===== src/rtl/ifetch.sv =====
// Instruction fetch stage: owns the PC, fetches over a valid/ready memory port and
// buffers words with their PC for decode. Optional perf counters: `define IFETCH_PERF_EN.
module ifetch #(
  parameter logic [63:0] RESET_PC   = 64'h8000_0000,
  parameter int          FIFO_DEPTH = 2
) (
  input  logic        clk,
  input  logic        rst,
  output logic        imem_req_valid,
  output logic [63:0] imem_req_addr,
  input  logic        imem_req_ready,
  input  logic        imem_resp_valid,
  input  logic [31:0] imem_resp_data,
  input  logic        redirect_valid,
  input  logic [63:0] redirect_pc,
  output logic        inst_valid,
  output logic [63:0] inst,
  output logic [63:0] inst_pc,
  input  logic        inst_ready
`ifdef IFETCH_PERF_EN
  ,
  output logic [31:0] perf_fetch_cnt,
  output logic [31:0] perf_flush_cnt
`endif
);

  localparam int PTR_W = $clog2(FIFO_DEPTH);
  localparam int CNT_W = $clog2(FIFO_DEPTH) + 1;

  typedef enum logic [1:0] {
    ST_FETCH = 2'd0,
    ST_WAIT  = 2'd1,
    ST_DROP  = 2'd2
  } state_t;

  state_t             state_r;
  state_t             state_s;
  logic [63:0]        pc_r;
  logic [63:0]        pc_s;
  logic [CNT_W-1:0]   count_r;
  logic [CNT_W-1:0]   count_s;
  logic [PTR_W-1:0]   wr_ptr_r;
  logic [PTR_W-1:0]   rd_ptr_r;
  logic [31:0]        fifo_word_r [FIFO_DEPTH];
  logic [63:0]        fifo_pc_r   [FIFO_DEPTH];
  logic               req_valid_r;
  logic               req_valid_s;
  logic               inst_valid_r;
  logic               req_fire_s;
  logic               resp_fire_s;
  logic               push_s;
  logic               pop_s;

  // Next-state, PC, FIFO occupancy and next request-valid; redirect overrides everything
  always_comb begin
    state_s     = state_r;
    pc_s        = pc_r;
    count_s     = count_r;
    push_s      = 1'b0;
    pop_s       = 1'b0;
    req_fire_s  = req_valid_r & imem_req_ready;
    resp_fire_s = imem_resp_valid & (state_r != ST_FETCH);
    if (redirect_valid) begin
      pc_s    = redirect_pc & ~64'd3;
      count_s = {CNT_W{1'b0}};
      if (resp_fire_s) begin
        state_s = ST_FETCH;
      end else if ((state_r != ST_FETCH) || req_fire_s) begin
        state_s = ST_DROP;
      end else begin
        state_s = ST_FETCH;
      end
    end else begin
      pop_s = inst_valid_r & inst_ready;
      case (state_r)
        ST_FETCH: begin
          if (req_fire_s) begin
            state_s = ST_WAIT;
          end else begin
            state_s = ST_FETCH;
          end
        end
        ST_WAIT: begin
          if (resp_fire_s) begin
            push_s  = 1'b1;
            pc_s    = pc_r + 64'd4;
            state_s = ST_FETCH;
          end else begin
            state_s = ST_WAIT;
          end
        end
        ST_DROP: begin
          if (resp_fire_s) begin
            state_s = ST_FETCH;
          end else begin
            state_s = ST_DROP;
          end
        end
        default: begin
          state_s = ST_FETCH;
        end
      endcase
      if (push_s && !pop_s) begin
        count_s = count_r + CNT_W'(1);
      end else if (pop_s && !push_s) begin
        count_s = count_r - CNT_W'(1);
      end else begin
        count_s = count_r;
      end
    end
    // Outside FETCH a request is in flight, so the credit test reduces to FIFO room
    req_valid_s = (state_s == ST_FETCH) && (count_s < CNT_W'(FIFO_DEPTH));
  end

  // Control state, PC, pointers and registered handshake outputs
  always_ff @(posedge clk or negedge rst) begin
    if (!rst) begin
      state_r      <= ST_FETCH;
      pc_r         <= RESET_PC;
      count_r      <= {CNT_W{1'b0}};
      wr_ptr_r     <= {PTR_W{1'b0}};
      rd_ptr_r     <= {PTR_W{1'b0}};
      req_valid_r  <= 1'b0;
      inst_valid_r <= 1'b0;
    end else begin
      state_r      <= state_s;
      pc_r         <= pc_s;
      count_r      <= count_s;
      req_valid_r  <= req_valid_s;
      inst_valid_r <= (count_s != {CNT_W{1'b0}});
      if (redirect_valid) begin
        wr_ptr_r <= {PTR_W{1'b0}};
        rd_ptr_r <= {PTR_W{1'b0}};
      end else begin
        if (push_s) begin
          wr_ptr_r <= wr_ptr_r + PTR_W'(1);
        end else begin
          wr_ptr_r <= wr_ptr_r;
        end
        if (pop_s) begin
          rd_ptr_r <= rd_ptr_r + PTR_W'(1);
        end else begin
          rd_ptr_r <= rd_ptr_r;
        end
      end
    end
  end

  // Fetch buffer storage; cleared on reset so inst/inst_pc read zero
  always_ff @(posedge clk or negedge rst) begin
    if (!rst) begin
      for (int i = 0; i < FIFO_DEPTH; i++) begin
        fifo_word_r[i] <= 32'd0;
        fifo_pc_r[i]   <= 64'd0;
      end
    end else begin
      if (push_s) begin
        fifo_word_r[wr_ptr_r] <= imem_resp_data;
        fifo_pc_r[wr_ptr_r]   <= pc_r;
      end else begin
        fifo_word_r[wr_ptr_r] <= fifo_word_r[wr_ptr_r];
        fifo_pc_r[wr_ptr_r]   <= fifo_pc_r[wr_ptr_r];
      end
    end
  end

  assign imem_req_valid = req_valid_r;
  assign imem_req_addr  = pc_r;
  assign inst_valid     = inst_valid_r;
  assign inst           = {32'd0, fifo_word_r[rd_ptr_r]};
  assign inst_pc        = fifo_pc_r[rd_ptr_r];

`ifdef IFETCH_PERF_EN
  function automatic logic [31:0] sat_inc(input logic [31:0] v);
    if (v == 32'hFFFF_FFFF) begin
      return v;
    end else begin
      return v + 32'd1;
    end
  endfunction

  logic [31:0] fetch_cnt_r;
  logic [31:0] flush_cnt_r;

  // Saturating counters of delivered fetches and redirects
  always_ff @(posedge clk or negedge rst) begin
    if (!rst) begin
      fetch_cnt_r <= 32'd0;
      flush_cnt_r <= 32'd0;
    end else begin
      if (push_s) begin
        fetch_cnt_r <= sat_inc(fetch_cnt_r);
      end else begin
        fetch_cnt_r <= fetch_cnt_r;
      end
      if (redirect_valid) begin
        flush_cnt_r <= sat_inc(flush_cnt_r);
      end else begin
        flush_cnt_r <= flush_cnt_r;
      end
    end
  end

  assign perf_fetch_cnt = fetch_cnt_r;
  assign perf_flush_cnt = flush_cnt_r;
`endif

endmodule


===== config.mk =====
export PLATFORM = sky130hd
export DESIGN_NAME = ifetch
export DESIGN_NICKNAME = d
export VERILOG_FILES = /design/src/rtl/ifetch.sv
export SDC_FILE = /design/constraint.sdc
export NUM_CORES = 1
export LEC_CHECK = 0
export CAP_MARGIN = 25
export CORE_MARGIN = 5
export CORE_UTILIZATION = 52
export CTS_BUF_LIST = sky130_fd_sc_hd__clkbuf_4
export DETAILED_ROUTE_END_ITERATION = 10
export PLACE_DENSITY = 0.95
export SLEW_MARGIN = 40
export SYNTH_ARGS = -nofsm -noshare
export SYNTH_HDL_FRONTEND = slang
export SYNTH_SLANG_ARGS = --single-unit

===== constraint.sdc =====
create_clock -name clk -period 3.3 [get_ports clk]
set_input_delay 0.495 -clock clk [delete_from_list [all_inputs] [get_ports clk]]
set_output_delay 0.495 -clock clk [all_outputs]
set_load 0.02 [all_outputs]

==> reports/qor.csv, run 1 <==
stage;metric;value;unit
outcome;status;finished, final reports clean;
floorplan;initial core utilization;52.3;%
timing;RSZ-0062 raised after global routing;false;
synthesis;Cell variety after synth;44;
synthesis;FF+latch count, synth;262;
place;Area after DPL;15500;um^2
power_and_ir_drop;Sw Pwr;4.02;mW
clocking;post_cts resized;0;
routing;DR iter-0 viols;524;
synthesis;asr flop ratio synth;100;%
timing;worst slew pin tran;810;ps
timing;Final Hold Fails;0;
synthesis;leading area contributor after synthesis;dfrtp_1;
clocking;CTS Hold Bufs;1;
synthesis;Synth Instances;1049;
timing;fmax;0.322;GHz
power_and_ir_drop;part of the power in registers;37.5;%
timing;final setup violation count;0;
routing;vias per std cell;5.56;
power_and_ir_drop;leakage dissipation;7.20;nW
timing;setup_tns;0;ps
timing;Final Max Tran Viols;0;
synthesis;sequential cell area fraction in the yosys report;52.0;%
min_path;Hold/Removal Path Class;input port to asynchronous set/reset pin;
finish;fraction of layout cells with a size suffix above 1;30.6;%
finish;nets;1435;
setup_path;RR Startpoint;imem_req_addr[13];
finish;# diodes;0;
grt;GRT Overall Usage;23.6;%
grt;global-route wire length before repair;53600;um
power_and_ir_drop;Logic pwr share;39.1;%
setup_path;Worst setup startpoint;rd_ptr_r;
setup_path;Reg2Reg Setup Slack;590;ps
floorplan;Core ar.;24100;um^2
clocking;Root Driver;clkbuf_4;
synthesis;Most used DFF post-synth;dfrtp_1;
grt;largest net degree at the start of global routing;113;
finish;Area growth syn-to-layout;29.8;%
floorplan;IO Count;296;
job;Max-Cap Viols;0;
clocking;TritonCTS Buffers;71;
setup_path;crit path DAT;2620;ps
synthesis;Mapped Area;12600;um^2
grt;vias in the first global route;9952;
power_and_ir_drop;Net Sw Frac;33.1;%
setup_path;CP Data Required Time;2800;ps
synthesis;top cell type's share of synthesized area;51.8;%
power_and_ir_drop;Clk pwr share;23.4;%
setup_path;Setup Crit Path Kind;register to output pin;
synthesis;mean area per synthesized cell;12.0;um^2
floorplan;row count;57;
clocking;clock buffer depth;3;
place;RD Place Congestion;0.863;
place;port bufs;259;
setup_path;FF-to-FF path depth;5;
setup_path;Startpoint Class;register;
place;HPWL after DPL;22500;um
routing;Avg WL per Cell;19.7;um
routing;drt drc;0;
setup_path;Crit. End Element;output pin;
routing;drt first pass iters;5;
clocking;post-CTS setup buffers;0;
finish;Layout Cells excl Fill;1694;
setup_path;critical-path maximum fanout;97;
synthesis;Post-synth EDFFs;0;
synthesis;yosys warns;0;
grt;GR Overflow Total;0;
power_and_ir_drop;internal power component;8.13;mW
floorplan;Die ar.;27500;um^2
floorplan;Die Wd;166;um
routing;post-route ant nets;0;
power_and_ir_drop;Max VDD drop;0.494;mV
clocking;CTS tree;done;
clocking;clk_lat worst skew;640;ps
timing;Final Skew;44.5;ps
place;placed cells;1581;
setup_path;CP endpoint;inst[23];
finish;Final Core Density;67.9;%
clocking;clk slew on worst S/H paths;70;ps
grt;initial antenna violation count;2;
clocking;Clock Sinks;262;
routing;Routed WL;33400;um
routing;DR vias;9424;
floorplan;Die Height;166;um
timing;Max-slew headroom;46.0;%
timing;Final period util;94.3;%
setup_path;R2R Path End;imem_req_addr[55];
clocking;H-Tree Depth;3;
finish;final instance area;16400;um^2
timing;min cycle time layout;3110;ps
power_and_ir_drop;pwr/cell area;743;nW/um^2
synthesis;largest cells by area after synthesis;dfrtp_1 52%, mux2_2 25%, nand2_1 2.7%;
==> logic make-up (layout without fill, tap and decap cells) <==
family | after synthesis | count (layout) | share of synthesized area [%]
buf+inv | 110 | 398 | 4.31
flops | 262 | 262 | 52.0
other cells | 1 | 34 | 0.0297
xor+xnor | 45 | 45 | 3.12
simple gates | 270 | 270 | 11.4
compound gates | 72 | 72 | 3.35
fa+ha+maj | 1 | 1 | 0.0992
mux | 288 | 288 | 25.7
==> per-stage QoR <==
step	total power, mW	worst slack, ps	hold WS, ps
finish	12.2	190	360
global route	12.8	118	327
CTS	12.3	176	360
detailed placement	9.36	103	466
global placement	9.17	179	455
floorplan	7.19	752	199
==> cell usage after synthesis, types with 2 or more instances <==
cell	count
mux2_2	283
dfrtp_1	261
nand2_1	90
clkbuf_1	64
o21ai_0	49
buf_4	34
xnor2_1	31
nand3_1	30
nand4_1	27
nor4_1	23
nor3_1	20
nor2b_1	16
or4_1	15
xor2_1	14
nor2_1	12
a22oi_1	11
and4_1	9
and3_1	6
inv_1	6
mux2i_1	5
and2_1	4
buf_1	4
nand2b_1	4
o31a_1	4
or3_1	3
a211o_1	2
a21oi_1	2
buf_2	2
nand3_2	2
nand3b_1	2
==> per-layer routing <==
layer	vias up	GRT usage [%]	share of wire, %
li1	4291	-	-
met4	4	6.56	2.0
met1	4649	30.2	41
met5	-	0	0.087
met3	61	7.43	7.6
met2	419	39.0	50
==> layout make-up <==
cell class	instances	area, um^2
Sequential cell	262	6560
Tap cell	324	405
Inverter	6	22.5
Clock inverter	16	146
Fill cell	1691	7740
Multi-Input combinational cell	710	5650
Clock buffer	95	713
Timing Repair Buffer	281	2870
==> flip-flops by register name (all words and copies together), names as in the netlist <==
name and cells:
count_r 2, state_r 2, wr_ptr_r 1, inst_valid 1, imem_req_addr 62, imem_req_valid 1
fifo_word_r 64, fifo_pc_r 128, rd_ptr_r 1
==> worst max-delay path: stages, from the launching register on <==
cell,delay [ps]
dfrtp_4,410
buf_12,370
mux2_2,430
clkdlybuf4s50_1,550
==> cells in the final DEF, fill, tap and decap left out, types with 6 or more instances in the layout <==
| cell type | count |
|---|---|
| nand2_1 | 89 |
| clkbuf_4 | 95 |
| xnor2_1 | 31 |
| and4_1 | 9 |
| dfrtp_1 | 260 |
| xor2_1 | 14 |
| nor3_1 | 19 |
| buf_12 | 7 |
| or4_1 | 15 |
| mux2_2 | 283 |
| buf_4 | 14 |
| inv_1 | 6 |
| conb_1 | 34 |
| nor4_1 | 23 |
| a22oi_1 | 11 |
| nor2_1 | 12 |
| nand3_1 | 30 |
| and3_1 | 6 |
| nor2b_1 | 16 |
| clkdlybuf4s50_1 | 257 |
| nand4_1 | 27 |
| clkinv_1 | 7 |
| o21ai_0 | 49 |
==> worst min-delay path by stage <==
stage	from	endpoint	slack [ps]	cells after the start
6_report	rst	fifo_word_r[26]	360	2
5_1_grt	rst	fifo_word_r[26]	330	2
4_1_cts	redirect_pc[30]	imem_req_addr[30]	360	3
3_5_place_dp	fifo_pc_r[0]	fifo_pc_r[0]	470	1
3_3_place_gp	fifo_pc_r[60]	fifo_pc_r[60]	460	2
2_1_floorplan	rst	count_r[0]	200	0
==> power by group through the flow <==
stage                     Sequential, mW  Combinational, mW  Clock, mW
after floorplan                     4.52               2.68          0
after global placement              4.52               4.65          0
after detailed placement            4.61               4.75          0
after CTS                           4.56               4.79       2.94
after global routing                4.67               5.02       3.12
final                               4.56               4.75       2.84
Note: power is estimated with default switching activity, not from simulation.
==> inputs of run 2 (changes only) <==
CORE_ASPECT_RATIO = 1.1   (was unset)
clock period = 3.1 ns   (was 3.3 ns; I/O delays follow)
==> reports/qor.csv, run 2 (same netlist as run 1, synthesis figures left out) <==
stage;metric;value;unit
outcome;status;finished, final reports clean;
setup_path;Reg2Reg Setup Slack;470;ps
power_and_ir_drop;Max VDD drop;0.508;mV
setup_path;R2R Path End;imem_req_addr[46];
min_path;Hold/Removal Path Class;input port to asynchronous set/reset pin;
power_and_ir_drop;part of the power in registers;37.7;%
routing;drt drc;0;
routing;DR vias;9525;
floorplan;Core ar.;23800;um^2
timing;min cycle time layout;2990;ps
routing;Routed WL;34000;um
setup_path;CP max stage cell;dfrtp_4;
clocking;Root Driver;clkbuf_4;
grt;global-route wire length before repair;53700;um
place;port bufs;259;
floorplan;row count;59;
clocking;clk_lat worst skew;650;ps
place;RD Place Congestion;0.857;
setup_path;Setup Crit Path Kind;register to output pin;
finish;most frequent cells in the layout;283 x mux2_2, 260 x dfrtp_1, 257 x clkdlybuf4s50_1;
timing;setup_tns;0;ps
setup_path;CP endpoint;inst_pc[33];
power_and_ir_drop;leakage dissipation;7.26;nW
floorplan;Die Height;173;um
setup_path;FF-to-FF path depth;6;
timing;worst slew pin tran;541;ps
timing;Final Skew;47.7;ps
place;placed cells;1571;
timing;hold slack;341;ps
finish;number of flip-flops in the largest register;128;
job;Max-Cap Viols;0;
clocking;H-Tree Depth;3;
place;DP Worst Slack;128;ps
clocking;clk slew on worst S/H paths;60;ps
setup_path;critical-path maximum fanout;15;
grt;GRT Overall Usage;24.2;%
finish;final instance area;16400;um^2
place;Area after DPL;15500;um^2
finish;fraction of layout cells with a size suffix above 1;31.3;%
routing;vias per std cell;5.63;
timing;Max-slew headroom;63.9;%
finish;Filler Cell Count;1621;
place;HPWL after DPL;23400;um
power_and_ir_drop;internal power component;8.61;mW
routing;drt first pass iters;5;
setup_path;RR Startpoint;imem_req_addr[13];
floorplan;initial core utilization;53.1;%
finish;Final Core Density;69.1;%
clocking;Clock Sinks;262;
grt;vias in the first global route;10163;
clocking;clock buffer depth;3;
routing;Avg WL per Cell;20.1;um
routing;post-route ant nets;0;
routing;DR iter-0 viols;623;
timing;Final Hold Fails;0;
grt;largest net degree at the start of global routing;99;
timing;RSZ-0062 raised after global routing;false;
finish;register area;6560;um^2
power_and_ir_drop;Logic pwr share;39.4;%
power_and_ir_drop;Clk pwr share;22.9;%
setup_path;CP cell instances;buf_4 -> mux2_2 -> clkdlybuf4s50_1;
power_and_ir_drop;Net Sw Frac;33.4;%
grt;initial antenna violation count;3;
timing;fmax;0.334;GHz
finish;multi-input logic area;5650;um^2
setup_path;Startpoint Class;register;
floorplan;Die ar.;27500;um^2
timing;worst setup margin;107;ps
setup_path;crit path DAT;2530;ps
power_and_ir_drop;pwr/cell area;787;nW/um^2
grt;GR Overflow Total;0;
power_and_ir_drop;Overall Power;12.9;mW
power_and_ir_drop;Sw Pwr;4.32;mW
timing;Final Max Tran Viols;0;
finish;Area growth syn-to-layout;30.3;%
clocking;CTS tree;done;
floorplan;IO Count;296;
clocking;TritonCTS Buffers;70;
timing;Final period util;96.5;%
finish;Layout Cells excl Fill;1691;
setup_path;CP Data Required Time;2630;ps
finish;Most flops, register;fifo_pc_r;
floorplan;Die Wd;158;um
setup_path;Crit. End Element;output pin;
finish;nets;1444;
setup_path;Worst setup startpoint;rd_ptr_r;
finish;most common cell after layout, fill and taps aside;mux2_2;
setup_path;Slowest Stage Delay on Critical Path;640;ps
timing;final setup violation count;0;
run 2: cell count changes in the layout (fill, tap and decap cells not counted), sizes merged:
cell / previous run / this run
inv: 8 / 10
clkbuf: 95 / 102
bufinv: 3 / 1
diode: 0 / 1
clkinv: 10 / 9
clkinvlp: 1 / 0
buf: 23 / 33
run 2: cell type report:
class                      instances  share of cell area (%)
antenna                            1                  0.0152
clock buffer                     102                    4.66
clock inverter                    14                   0.495
inverter                           6                   0.137
multi-input combinational        710                    34.4
sequential                       262                    39.9
tap                              305                    2.32
timing repair buffer             291                    18.0
run 2: metal layers:
layer  part of all wire (%)  track usage (%)  wire [um]
met1                     39             30.3      13200
met2                     49             39.2      16600
met3                    9.8             7.82       3320
met4                    2.5             8.50        850
met5                  0.074                0         25
run 2: power by group through the flow:
stage          Sequential [mW]  Combinational [mW]  Clock (mW)
3_5_place_dp              4.95                5.06           0
6_report                  4.88                5.10        2.96
5_1_grt                   4.99                5.39        3.24
3_3_place_gp              4.85                4.95           0
2_1_floorplan             4.81                2.85           0
4_1_cts                   4.88                5.14        3.06
run 2: timing repair:
action / in CTS / in global routing
gates resized for setup: 0 / 0
hold buffers: 1 / 0
setup endpoints to repair: 69 / 0
hold endpoints to repair: 94 / 0
setup buffers: 1 / 0
run 2: critical path, delay by kind of cell, from the launching register on:
family / cells / cell delay [ps]
buffers and inverters: 2 / 860
flip-flops: 1 / 640
multiplexers: 1 / 390
run 2: worst min path at each step:
| stage | from | end | cells after the start |
|---|---|---|---|
| final | rst | fifo_word_r[59] | 2 |
| after global routing | rst | fifo_word_r[59] | 2 |
| after CTS | redirect_pc[57] | imem_req_addr[57] | 3 |
| after detailed placement | fifo_pc_r[60] | fifo_pc_r[60] | 2 |
| after global placement | fifo_pc_r[18] | fifo_pc_r[18] | 2 |
| after floorplan | rst | count_r[0] | 0 |
==> variant 1 (config.mk and constraints of run 2) <==
`FIFO_DEPTH`: 2 -> 4.
--- a/src/rtl/ifetch.sv
+++ b/src/rtl/ifetch.sv
@@ -2,7 +2,7 @@
 // buffers words with their PC for decode. Optional perf counters: `define IFETCH_PERF_EN.
 module ifetch #(
   parameter logic [63:0] RESET_PC   = 64'h8000_0000,
-  parameter int          FIFO_DEPTH = 2
+  parameter int          FIFO_DEPTH = 4
 ) (
   input  logic        clk,
   input  logic        rst,
Function: no difference found for any inputs over 4 cycles, from zero or initial values and one cycle with rst low; that may be too few to reach the edited logic, so the function may still have changed.
==> variant 1 against run 2 <==
  * Routed wire length grew 120%
  * Synthesized area grew 87%
  * Critical path depth grew 1
  * Synthesized cell count grew 100%
  * Sequential power grew 69%
  * Global-route usage grew 5.4 points
  * Total power grew 60%
  * Clock skew grew 15 ps
  * Setup slack lost 52 ps
  * Non-clock buffer count grew 48
  * Design area grew 72%
  * Sequential cell count grew 195
  * Register-to-register slack lost 30 ps
  * Critical endpoint is now inst[25]
==> variant 1: results (changes against run 2) <==
Synth area leaders dfrtp_1 (48%), mux4_2 (18%), a21oi_1 (8.1%) (was dfrtp_1 (52%), mux2_2 (25%), nand2_1 (2.7%)); Post-Place Cells 2,863 (was 1,571); post-DP HPWL 46.0 mm (was 23.4 mm); GRT Overall Usage 0.296 (was 0.242); share of cells above drive strength 1 0.230 (was 0.313); Buffers excl. clock 339 (was 291); synth unique cells 57 (was 44); Net Switching 7590 uW (was 4320 uW); combinational fraction of design power 0.360 (was 0.394); synthesized area 0.0235 sq mm (was 0.0126 sq mm); max reg flops 256 (was 128); DR vias 20,100 (was 9,525); Power Sequential 8270 uW (was 4880 uW); dpl cell area 0.0270 sq mm (was 0.0155 sq mm); P_leak 0.0100 uW (was 0.00726 uW); global-route wire length before repair 115 mm (was 53.7 mm); Slew @ Worst Pin 820 ps (was 541 ps); Commonest cells post-synth dfrtp_1 (456), nor2_1 (404), a21oi_1 (379), mux4_2 (192), clkbuf_1 (123) (was mux2_2 (283), dfrtp_1 (261), nand2_1 (90), clkbuf_1 (64), o21ai_0 (49)); xor and xnor area share after synthesis 0.0123 (was 0.0312); first drt pass iteration count 6 (was 5); Non-clk invs 7 (was 6); final non-filler cell total 3,072 (was 1,691); #MultiIn Comb 1,497 (was 710); Worst Path Max Fanout 6 (was 15); Area Growth Syn to Fin 20.3% (was 30.3%); syn avg cell area 11.1 sq um (was 12.0 sq um); Starting DRT DRC Count 2,242 (was 623); worst skew pair latency 850 ps (was 650 ps); CP max stage delay 490 ps (was 640 ps); # fillers 3,146 (was 1,621); VDD IR max 0.000416 V (was 0.000508 V); PnR Total Power 20,700 uW (was 12,900 uW); largest net degree at the start of global routing 105 (was 99); adder and majority gate portion of the synthesized area 0.00372 (was 0.000992); n_diodes 2 (was 1); vias in the first global route 21,100 (was 10,200); Seq cells post-synth 457 (was 262); outcome completed (unchanged); register area share after synthesis 0.486 (was 0.520); Setup WS pre-CTS 126 ps (was 128 ps)
variant 1: cell count changes in the layout (fill, tap and decap cells not counted), moves of 96 or more:
| cell | before | now |
|---|---|---|
| dfrtp_1 | 260 | 452 |
| nor2_1 | 12 | 404 |
| mux4_2 | 0 | 192 |
| clkdlybuf4s50_1 | 257 | 161 |
| mux2_2 | 283 | 10 |
| a21oi_1 | 2 | 379 |
variant 1: worst reg2reg max path: cells and delay by family, from the launching register on:
kind	cells	cell delay, ps
AO/OA/AOI/OAI	1	180
adder cells (fa/ha/maj)	1	240
AND/OR/NAND/NOR	4	1810
flip-flops	1	350
variant 1: path summary, 6_finish.rpt:
kind / from / end / slack (ps) / cells after the start
setup / recovery: rd_ptr_r[0]$_DFFE_PN0P_ / inst[25] / 60 / 4
hold / removal: rst / fifo_word_r[117]$_DFFE_PN0P_ / 180 / 2
setup reg to reg: imem_req_addr[2]$_DFFE_PN0N_ / imem_req_addr[54]$_DFFE_PN0N_ / 440 / 6
hold reg to reg: fifo_pc_r[65]$_DFFE_PN0P_ / fifo_pc_r[65]$_DFFE_PN0P_ / 540 / 1
max in group asynchronous: rst / fifo_pc_r[35]$_DFFE_PN0P_ / 1870 / 3
min in group clk: redirect_valid / imem_req_addr[11]$_DFFE_PN0N_ / 190 / 4
variant 1: layer usage:
metal	share of wire	up-vias	global-route usage
met4	0.066	2	0.181
met1	0.34	9873	0.361
met3	0.11	371	0.0713
met5	0.00020	-	0
li1	-	8379	-
met2	0.48	1441	0.476
variant 1: repair_timing:
item,CTS,global route
endpoints found under the hold margin,64,0
hold buffers,1,0
gates resized for setup,355,29
buffers inserted,11,1
gates cloned,6,0
setup endpoints to repair,96,28
==> variant 2 (config.mk and constraints of run 2) <==
Made on the original files. The 3 states of `state_t` get a one-hot encoding in 3 bits.
--- a/src/rtl/ifetch.sv
+++ b/src/rtl/ifetch.sv
@@ -27,10 +27,10 @@
   localparam int PTR_W = $clog2(FIFO_DEPTH);
   localparam int CNT_W = $clog2(FIFO_DEPTH) + 1;
 
-  typedef enum logic [1:0] {
-    ST_FETCH = 2'd0,
-    ST_WAIT  = 2'd1,
-    ST_DROP  = 2'd2
+  typedef enum logic [2:0] {
+    ST_FETCH = 3'b001,
+    ST_WAIT  = 3'b010,
+    ST_DROP  = 3'b100
   } state_t;
 
   state_t             state_r;
Formal check against the unedited RTL: same outputs for any inputs over 4 cycles, from zero or initial values and one cycle with rst low; so few cycles prove little.
==> variant 2 against run 2 <==
  * Maximum frequency increased by 4.6%
  * First-iteration DRC count is 28% lower
  * Sequential cell count increased by 1
  * Hold slack got worse by 91 ps
  * Synthesized cell count about the same
  * Synthesized area is 0.15% higher
  * Critical path type unchanged
  * Routed wire length grew 0.64%
  * Via count increased by 1.8%
  * Largest power group is now registers
  * Setup slack improved by 130 ps
  * Total power decreased by 11%
  * Design area is 0.13% higher
==> variant 2: results (changes against run 2) <==
outcome completed (unchanged); Worst slew margin 0.507 (was 0.639); via/cell ratio 5.72 (was 5.63); final net count 1,443 (was 1,444); Worst Path Max Fanout 49 (was 15); Final GP Congestion 0.923 (was 0.857); worst hold slack 249 ps (was 341 ps); register area share after synthesis 0.521 (was 0.520); largest net degree at the start of global routing 98 (was 99); Slew Limit Fails 0 (unchanged); Arrival @ worst endpoint 2400 ps (was 2530 ps); Commonest cells post-synth mux2_2 (277), dfrtp_1 (261), nand2_1 (75), clkbuf_1 (44), o21ai_0 (42) (was mux2_2 (283), dfrtp_1 (261), nand2_1 (90), clkbuf_1 (64), o21ai_0 (49)); Synth area leaders dfrtp_1 (52%), mux2_2 (25%), nand2_1 (2.2%) (was dfrtp_1 (52%), mux2_2 (25%), nand2_1 (2.7%)); Post-CTS Setup Repair Bufs 0 (was 1); critical path's top delay family buffers and inverters (unchanged); xor and xnor area share after synthesis 0.0236 (was 0.0312); CP max stage delay 550 ps (was 640 ps); adder and majority gate portion of the synthesized area 0.000990 (was 0.000992); r2r endpoint imem_req_addr[57]$_DFFE_PN0P_ (was imem_req_addr[46]$_DFFE_PN0P_); Slowest cell on crit path clkdlybuf4s50_1 (was dfrtp_4); Starting DRT DRC Count 450 (was 623); synth unique cells 48 (was 44); post-DP HPWL 23.2 mm (was 23.4 mm); setup ws final 238 ps (was 107 ps); GRT Overall Usage 0.244 (was 0.242); critical path endpoint inst_pc[27] (was inst_pc[33]); R2R Setup Slk 450 ps (was 470 ps); GR Util met1 0.290 (was 0.303); Post-synth top flop dfrtp_1 (unchanged); CTS buffer count 69 (was 70); synthesized instance count 1,048 (was 1,049); Hold Crit Class in -> reg (was in -> async); global-route wire length before repair 54.6 mm (was 53.7 mm); worst skew pair latency 670 ps (was 650 ps); max reg flops 128 (unchanged); initial antenna violation count 1 (was 3); M3 GR Usage 0.0699 (was 0.0782); Ys Warns 0 (unchanged); Reg-to-Reg Start imem_req_addr[12]$_DFFE_PN0P_ (was imem_req_addr[13]$_DFFE_PN0P_); final WL 34.2 mm (was 34.0 mm); Post-Place Cells 1,572 (was 1,571); Largest Register fifo_pc_r (unchanged); share of cells above drive strength 1 0.307 (was 0.313); Synth Area in Compound Gates 0.0444 (was 0.0335); dpl cell area 0.0155 sq mm (about the same); M2 GR Usage 0.419 (was 0.392); vias in the first global route 10,300 (was 10,200); multiplexer share of the synthesized area 0.252 (was 0.257); worst hold endpoint imem_req_addr[2]$_DFFE_PN0P_; Setup WS pre-CTS 285 ps (was 128 ps); skew final 36.8 ps (was 47.7 ps); DR vias 9,696 (was 9,525); VDD IR max 0.000411 V (was 0.000508 V); # fillers 1,646 (was 1,621); P_leak 0.00752 uW (was 0.00726 uW)
[variant 2: changes by cell type in the layout (fill, tap and decap cells not counted), sizes merged, moves of 4 or more]
cell   change
nand2     -15
mux2       -6
inv        +4
a221o      +5
buf        -6
and2       +6
nor4      -11
xnor2     -13
nor3       -7
a31oi     +12
nor2      +17
o21ai      -7
o31ai      +7
[variant 2: cell type report]
cell class                 count  area [sq um]  area share
antenna                        1          2.50    0.000152
clock buffer                 103           773      0.0470
multi-input combinational    709          5640       0.343
inverter                      11          41.3     0.00251
sequential                   263          6590       0.400
timing repair buffer         286          2900       0.176
tap                          305           382      0.0232
clock inverter                17           125     0.00761
[variant 2: where the power goes]
part	switching (uW)	internal [uW]	leakage [uW]	total (uW)
combinational	1840	2080	0.00351	3920
sequential	445	4050	0.00348	4490
clock	1430	1690	0.000533	3120
total	3720	7810	0.00752	11500
[variant 2: per-layer routing]
metal / wire length (um) / part of all wire
met5: 0 / 0
met4: 846 / 0.025
met1: 12600 / 0.37
met3: 2690 / 0.078
met2: 18100 / 0.53
